### src/rtl/vga_timing.sv
// vga_timing: VGA raster counters with registered sync, blanking and frame/line strobes.
//
// Ports:
//   clk         pixel clock (25 MHz for the default 640x480 mode)
//   rst_n       asynchronous active-low reset
//   hcount      current pixel column, 0..H_TOTAL-1
//   vcount      current line, 0..V_TOTAL-1
//   hsync       horizontal sync, active low
//   vsync       vertical sync, active low
//   video_on    high inside the visible H_ACTIVE x V_ACTIVE window
//   line_start  one-cycle pulse while hcount==0
//   frame_start one-cycle pulse while hcount==0 and vcount==0
//   frame_cnt   frames completed since reset
//
// Optional feature: define VGA_TIMING_FRAME_CNT_EN to build the frame counter;
// without it frame_cnt is tied to zero and no counter register exists.
module vga_timing #(
    parameter int H_ACTIVE = 640,
    parameter int H_FP     = 16,
    parameter int H_SYNC   = 96,
    parameter int H_BP     = 48,
    parameter int V_ACTIVE = 480,
    parameter int V_FP     = 10,
    parameter int V_SYNC   = 2,
    parameter int V_BP     = 33
) (
    input  logic        clk,
    input  logic        rst_n,
    output logic [9:0]  hcount,
    output logic [9:0]  vcount,
    output logic        hsync,
    output logic        vsync,
    output logic        video_on,
    output logic        line_start,
    output logic        frame_start,
    output logic [15:0] frame_cnt
);
    localparam int H_TOTAL = H_ACTIVE + H_FP + H_SYNC + H_BP;
    localparam int V_TOTAL = V_ACTIVE + V_FP + V_SYNC + V_BP;

    generate
        if (H_TOTAL > 1024 || V_TOTAL > 1024) begin : g_bad_total
            $error("vga_timing: H_TOTAL and V_TOTAL must not exceed 1024");
        end
    endgenerate

    // Decode limits are 11 bits so a sync/active edge landing exactly on 1024 still compares correctly.
    localparam logic [9:0]  H_LAST = 10'(H_TOTAL - 1);
    localparam logic [9:0]  V_LAST = 10'(V_TOTAL - 1);
    localparam logic [10:0] H_VIS  = 11'(H_ACTIVE);
    localparam logic [10:0] V_VIS  = 11'(V_ACTIVE);
    localparam logic [10:0] HS_BEG = 11'(H_ACTIVE + H_FP);
    localparam logic [10:0] HS_END = 11'(H_ACTIVE + H_FP + H_SYNC);
    localparam logic [10:0] VS_BEG = 11'(V_ACTIVE + V_FP);
    localparam logic [10:0] VS_END = 11'(V_ACTIVE + V_FP + V_SYNC);

    logic [9:0] h_nxt;
    logic [9:0] v_nxt;

    always_comb begin
        h_nxt = (hcount == H_LAST) ? 10'd0 : hcount + 10'd1;
        v_nxt = (hcount != H_LAST) ? vcount : (vcount == V_LAST) ? 10'd0 : vcount + 10'd1;
    end

    // Outputs are decoded from the next counter values so they line up with the registered counters.
    always_ff @(posedge clk or negedge rst_n) begin
        if (!rst_n) begin
            hcount      <= '0;
            vcount      <= '0;
            hsync       <= 1'b1;
            vsync       <= 1'b1;
            video_on    <= 1'b0;
            line_start  <= 1'b0;
            frame_start <= 1'b0;
        end else begin
            hcount      <= h_nxt;
            vcount      <= v_nxt;
            hsync       <= !({1'b0, h_nxt} >= HS_BEG && {1'b0, h_nxt} < HS_END);
            vsync       <= !({1'b0, v_nxt} >= VS_BEG && {1'b0, v_nxt} < VS_END);
            video_on    <= {1'b0, h_nxt} < H_VIS && {1'b0, v_nxt} < V_VIS;
            line_start  <= h_nxt == 10'd0;
            frame_start <= h_nxt == 10'd0 && v_nxt == 10'd0;
        end
    end

`ifdef VGA_TIMING_FRAME_CNT_EN
    always_ff @(posedge clk or negedge rst_n) begin
        if (!rst_n)
            frame_cnt <= '0;
        else if (frame_start)
            frame_cnt <= frame_cnt + 16'd1;
    end
`else
    assign frame_cnt = '0;
`endif
endmodule
### config.mk
export PLATFORM = sky130hd
export DESIGN_NAME = vga_timing
export DESIGN_NICKNAME = d
export VERILOG_FILES = /design/src/rtl/vga_timing.sv
export SDC_FILE = /design/constraint.sdc
export NUM_CORES = 1
export LEC_CHECK = 0
export ABC_AREA = 1
export BUFFER_PORTS_ARGS = -buffer_cell sky130_fd_sc_hd__buf_2
export CELL_PAD_IN_SITES_DETAIL_PLACEMENT = 1
export CELL_PAD_IN_SITES_GLOBAL_PLACEMENT = 2
export CORE_MARGIN = 10
export CORE_UTILIZATION = 31
export DETAILED_ROUTE_END_ITERATION = 6
export PLACE_DENSITY = 0.92
export SYNTH_ARGS = -nofsm -noshare
export SYNTH_HDL_FRONTEND = slang
export SYNTH_SLANG_ARGS = --single-unit
### constraint.sdc
create_clock -name clk -period 3.7 [get_ports clk]
set_clock_uncertainty 0.1 [all_clocks]
set_input_delay 0.925 -clock clk [delete_from_list [all_inputs] [get_ports clk]]
set_output_delay 0.925 -clock clk [all_outputs]
set_load 0.1 [all_outputs]
==> results of run 1 <==
-- power breakdown --
group          leakage (nW)  switching [mW]  internal, mW
sequential            0.323               0         0.273
clock                0.0255          0.0871        0.0753
combinational         0.712          0.0761      0.000377
-- final cells by class --
cell class	instances	area, sq um	share of cell area (%)
clock inverters	1	5.00	0.267
flip-flops and latches	25	628	33.6
multi-input cells	166	807	43.1
inverters	46	173	9.22
well taps	70	87.6	4.68
clock buffers	3	41.3	2.21
repair buffers	26	130	6.95
-- worst max-delay path by stage --
| stage | from | end | slack [ps] | depth (start not counted) |
|---|---|---|---|---|
| after floorplan | hcount[0]$_DFF_PN0_ | video_on$_DFF_PN0_ | 1290 | 8 |
| after global placement | vcount[5]$_DFF_PN0_ | vcount[5] | 1710 | 1 |
| after detailed placement | vcount[5]$_DFF_PN0_ | vcount[5] | 1700 | 1 |
| after CTS | vcount[5]$_DFF_PN0_ | vcount[5] | 1390 | 1 |
| after global routing | vcount[5]$_DFF_PN0_ | vcount[5] | 1330 | 1 |
| final | vcount[5]$_DFF_PN0_ | vcount[5] | 1400 | 1 |
-- cell usage in the layout (no fill, tap or decap), types with 3 or more instances in the layout --
master / count
nand3_1: 24
dfrtp_1: 23
buf_2: 26
nor2_2: 6
nor2_1: 24
nand3_2: 4
ha_1: 3
conb_1: 16
o21bai_1: 3
o21ai_0: 5
nand4_1: 5
clkbuf_8: 3
o21ai_1: 3
inv_1: 43
nand2_1: 65
-- stage by stage --
step / cell area (sq um) / cells / hold slack [ps] / utilization [%]
after global placement: 1830 / 333 / 389 / 35.3
after global routing: 1870 / 337 / 419 / 36.2
after CTS: 1870 / 337 / 412 / 36.2
after detailed placement: 1830 / 333 / 401 / 35.3
final: 1870 / 337 / 399 / 36.2
after floorplan: 1740 / 255 / 529 / -
-- logic make-up (layout without fill, tap and decap cells) --
| kind of cell | Yosys count | in the layout | synth area share [%] |
|---|---|---|---|
| buffers and inverters | 64 | 76 | 18.0 |
| flip-flops | 25 | 25 | 37.4 |
| AND/OR/NAND/NOR | 136 | 136 | 38.5 |
| adder cells (fa/ha/maj) | 3 | 3 | 2.23 |
| AO/OA/AOI/OAI | 11 | 11 | 3.72 |
| other | 1 | 16 | 0.223 |
-- routing by layer --
metal	up-vias	global-route usage, %
li1	755	-
met1	698	13.5
met2	27	17.1
met3	4	1.92
met4	0	3.04
met5	-	0
-- flip-flops by register name (all words and copies together) (netlist names) --
signal	count
hsync	1
line_start	1
vcount	10
hcount	10
vsync	1
frame_start	1
video_on	1
==> flow_metrics.tcl, run 1 <==
set metrics [dict create \
    wl_met2_um 2130 \
    dp_hpwl_um 3690 \
    met1_length_um 2060 \
    synth_top_area_share_pct 34.2 \
    powerDensity_mw_per_mm2 274 \
    synthesis.area_sq_mm 0.00168 \
    startpoint_type "register" \
    postCtsSetupRepairBufs 0 \
    final-max-slew-violation-count 0 \
    finalWorstSetupSlack_ps 1400 \
    maxCapViolCount 0 \
    vias 1484 \
    cp_data_required_time_ps 2670 \
    totalWireLength_um 4390 \
    htreeDepth 1 \
    port_buffers 26 \
    initialDrtViolationCount 52 \
    ys_types 24 \
    slew_headroom_pct 62.3 \
    num_rows 26 \
    die_y_um 93.7 \
    antenna_found_initial 0 \
    ctsRootBufferMaster "clkbuf_8" \
    layout_min_cycle_time_ps 2300 \
    outcome "finished, final reports clean" \
    firstDrtPassIters 4 \
    ant_nets 0 \
    crit_chain "buf_2" \
    yosys.area.top_type "dfrtp_1" \
    synth_edf_count 0 \
    hp-class "reg -> reg" \
    pre_cts_slack_ps 1700 \
    finalCritPeriodShare_pct 62.1 \
    grt_start_max_net_pins 26 \
    syn_area_per_cell_sq_um 7.01 \
    reg2reg_depth 9 \
    total_leakage_power_nw 1.06 \
    p_total_uw 512 \
    critPathBufInv 1 \
    synthArstFlopShare_pct 100 \
    grt_pass1_vias 1575 \
    path_clk_slew_ps 90 \
    setup_viol 0 \
    gp_congestion 0.811 \
    vias_per_cell 4.40 \
    reg2reg_from "hcount[0]$_DFF_PN0_" \
    io_pins 43 \
    wl_met3_um 147 \
    slowest_delay_ps 510 \
    worstHoldStart "hcount[0]$_DFF_PN0_" \
    area_growth_syn_to_layout_pct 11.3 \
    drive_gt1_share_pct 18.4 \
    top_layer_used "met4" \
    arrival_ps 1270 \
    ys.flop_type "dfrtp_1" \
    ir_drop_uv 127 \
    synth-warning-count 0 \
    drc 0 \
    critPathKind "reg -> out" \
    cts_resized 0 \
    die_area_sq_mm 0.00877 \
    antennaDiodeCount 0 \
    min_path_cells 1 \
    core-area_sq_mm 0.00517 \
    die_w_um 93.7 \
    netlist_instances 240 \
    yosysSeqAreaShare_pct 37.4 \
    worst_path_dominant_cell_family "flip-flops" \
    critPathSlowestCell "dfrtp_1" \
    synthTopCellsByArea "dfrtp_1 34%, nand2_1 15%, inv_1 9.6%, nand3_1 7.1%, buf_4 7.1%" \
    setup_tns_ps 0 \
    cts_tree "built" \
    rsz0062_at_grt "no" \
    nFillCells 659 \
    cts.sinks 25 \
    ff2ff_setup_slack_ps 1760 \
    fin_nets 273 \
    grt_use_total_pct 10.4 \
    hold-path-endpoint "hcount[0]$_DFF_PN0_" \
    synthTopCellsByCount "65 x nand2_1, 43 x inv_1, 24 x nand3_1, 24 x nor2_1, 23 x dfrtp_1" \
    overflow 0 \
    clock_latency_ps 270 \
    reg2reg_to "frame_start$_DFF_PN0_" \
    cts_buffer_depth 2 \
    tightest_slew_ps 565 \
    max_freq_mhz 435 \
    numCtsBuffers 3 \
    cp-end-kind "primary output" \
    grt_pass1_wl_um 7530 \
    finalHoldViolCount 0 \
    synth_seq_cells 25 \
    wl_per_cell_um 13.0 \
    initial_core_util_pct 32.5 \
    hold_buffers 0 \
    critPathMaxFanout 9 \
    synth_most_common_cell "nand2_1" \
]
Power figures use the tool's default switching activity.
==> run 2: changes to the inputs <==
Settings changed: CORE_UTILIZATION 31 to 28, PLACE_DENSITY 0.92 to 0.85.
Clock period 3.7 ns to 2.4 ns, I/O delays scaled along.
==> run 2 against run 1 <==
Compared with the run above:
- first-iteration DRC count down 56%
- wire length up 4.5%
- global-route usage down 0.80 points
- largest power group unchanged
- critical endpoint unchanged
==> flow_metrics.tcl, run 2 (synthesis results as in run 1) <==
set metrics [dict create \
    hold_buffers 0 \
    worst_path_dominant_cell_family "flip-flops" \
    layout_common_cells "65 x nand2_1, 43 x inv_1, 26 x buf_2" \
    cts.sinks 25 \
    core-area_sq_mm 0.00589 \
    outcome "finished, final reports clean" \
    setup_viol 0 \
    dp_hpwl_um 3740 \
    fin_nets 273 \
    p_int_uw 541 \
    gp_congestion 0.778 \
    layout_min_cycle_time_ps 2020 \
    io_pins 43 \
    slew_headroom_pct 61.8 \
    powerDensity_mw_per_mm2 422 \
    arrival_ps 1320 \
    top_regs "hcount (10), vcount (10)" \
    grt_use_total_pct 9.57 \
    die_y_um 97.5 \
    max_freq_mhz 495 \
    grt_pass1_vias 1600 \
    area_growth_syn_to_layout_pct 11.7 \
    cts_resized 0 \
    critPathMaxFanout 9 \
    seqPwrFrac_pct 53.1 \
    cp-end-kind "primary output" \
    postCtsSetupRepairBufs 0 \
    maxCapViolCount 0 \
    drive_gt1_share_pct 18.4 \
    p_sw_uw 253 \
    tightest_slew_ps 573 \
    wl_per_cell_um 13.4 \
    cts_buffer_depth 2 \
    finalCritPeriodShare_pct 84.2 \
    critPathSlowestCell "dfrtp_1" \
    firstDrtPassIters 4 \
    grt_start_max_net_pins 26 \
    vias_per_cell 4.32 \
    finalHoldViolCount 0 \
    startpoint_type "register" \
    totalWireLength_um 4590 \
    ctsRootBufferMaster "clkbuf_8" \
    antennaDiodeCount 0 \
    antenna_found_initial 0 \
    ir_drop_uv 172 \
    critPathKind "reg -> out" \
    vias 1476 \
    ant_nets 0 \
    final-max-slew-violation-count 0 \
    cts_tree "built" \
    critPathBufInv 1 \
    num_rows 28 \
    cp_data_required_time_ps 1700 \
    clock_latency_ps 270 \
    multiInputGateArea_sq_um 807 \
    hp-class "in -> async" \
    slowest_delay_ps 550 \
    numCtsBuffers 3 \
    pwr-share-clk_pct 32.1 \
    nFillCells 760 \
    die_area_sq_mm 0.00951 \
    final_common_cell "nand2_1" \
    rsz0062_at_grt "no" \
    regArea_sq_um 629 \
    drc 0 \
    p_comb_share_pct 14.9 \
    port_buffers 26 \
    setup_tns_ps 0 \
    crit_chain "buf_2" \
    die_w_um 97.5 \
    initial_core_util_pct 28.6 \
    initialDrtViolationCount 23 \
    overflow 0 \
    grt_pass1_wl_um 7640 \
    netSwitchingFraction_pct 31.9 \
    htreeDepth 1 \
    path_clk_slew_ps 90 \
    p_total_uw 793 \
    total_leakage_power_nw 1.06 \
]
run 2: changes by cell type in the layout (fill, tap and decap cells not counted), sizes merged:
| cell | before | now |
|---|---|---|
| clkbuf | 3 | 4 |
| clkinv | 3 | 2 |
run 2: path summary, 6_finish.rpt:
kind / start / cells past startpoint / end / slack, ps
setup / recovery: vcount[5]$_DFF_PN0_ / 1 / vcount[5] / 380
hold / removal: rst_n / 1 / hcount[5]$_DFF_PN0_ / 210
setup reg to reg: vcount[0]$_DFF_PN0_ / 12 / frame_start$_DFF_PN0_ / 420
hold reg to reg: hcount[0]$_DFF_PN0_ / 1 / hcount[0]$_DFF_PN0_ / 370
max in group asynchronous: rst_n / 1 / hcount[0]$_DFF_PN0_ / 1570
min in group clk: hcount[0]$_DFF_PN0_ / 1 / hcount[0]$_DFF_PN0_ / 370
run 2: routing by layer:
layer	track usage [%]	routed length, um	vias up
met2	17.0	2210	25
li1	-	-	753
met1	11.0	2140	693
met5	0	0	-
met3	1.78	169	5
met4	3.69	75	0
run 2: metrics by stage:
step | instances | worst slack, ps | cell area (sq um) | util (%) | hold slack [ps]
floorplan | 255 | 1.07 | 1740 | - | 204
global placement | 338 | 387 | 1830 | 31.1 | 349
detailed placement | 338 | 393 | 1830 | 31.1 | 360
CTS | 342 | 354 | 1880 | 31.9 | 228
global route | 342 | 184 | 1880 | 31.9 | 252
finish | 342 | 379 | 1880 | 31.9 | 209
run 2: layout make-up:
class,count,area share [%]
sequential,25,33.5
clock buffer,4,2.40
inverter,46,9.19
tap,75,5.00
timing repair buffer,26,6.93
multi-input combinational,166,43.0
run 2: power groups by stage:
stage	Sequential (mW)	Combinational (mW)	Clock (mW)
final	0.421	0.118	0.254
after global routing	0.421	0.122	0.285
after CTS	0.421	0.118	0.270
after detailed placement	0.429	0.118	0
after global placement	0.429	0.117	0
after floorplan	0.429	0.129	0
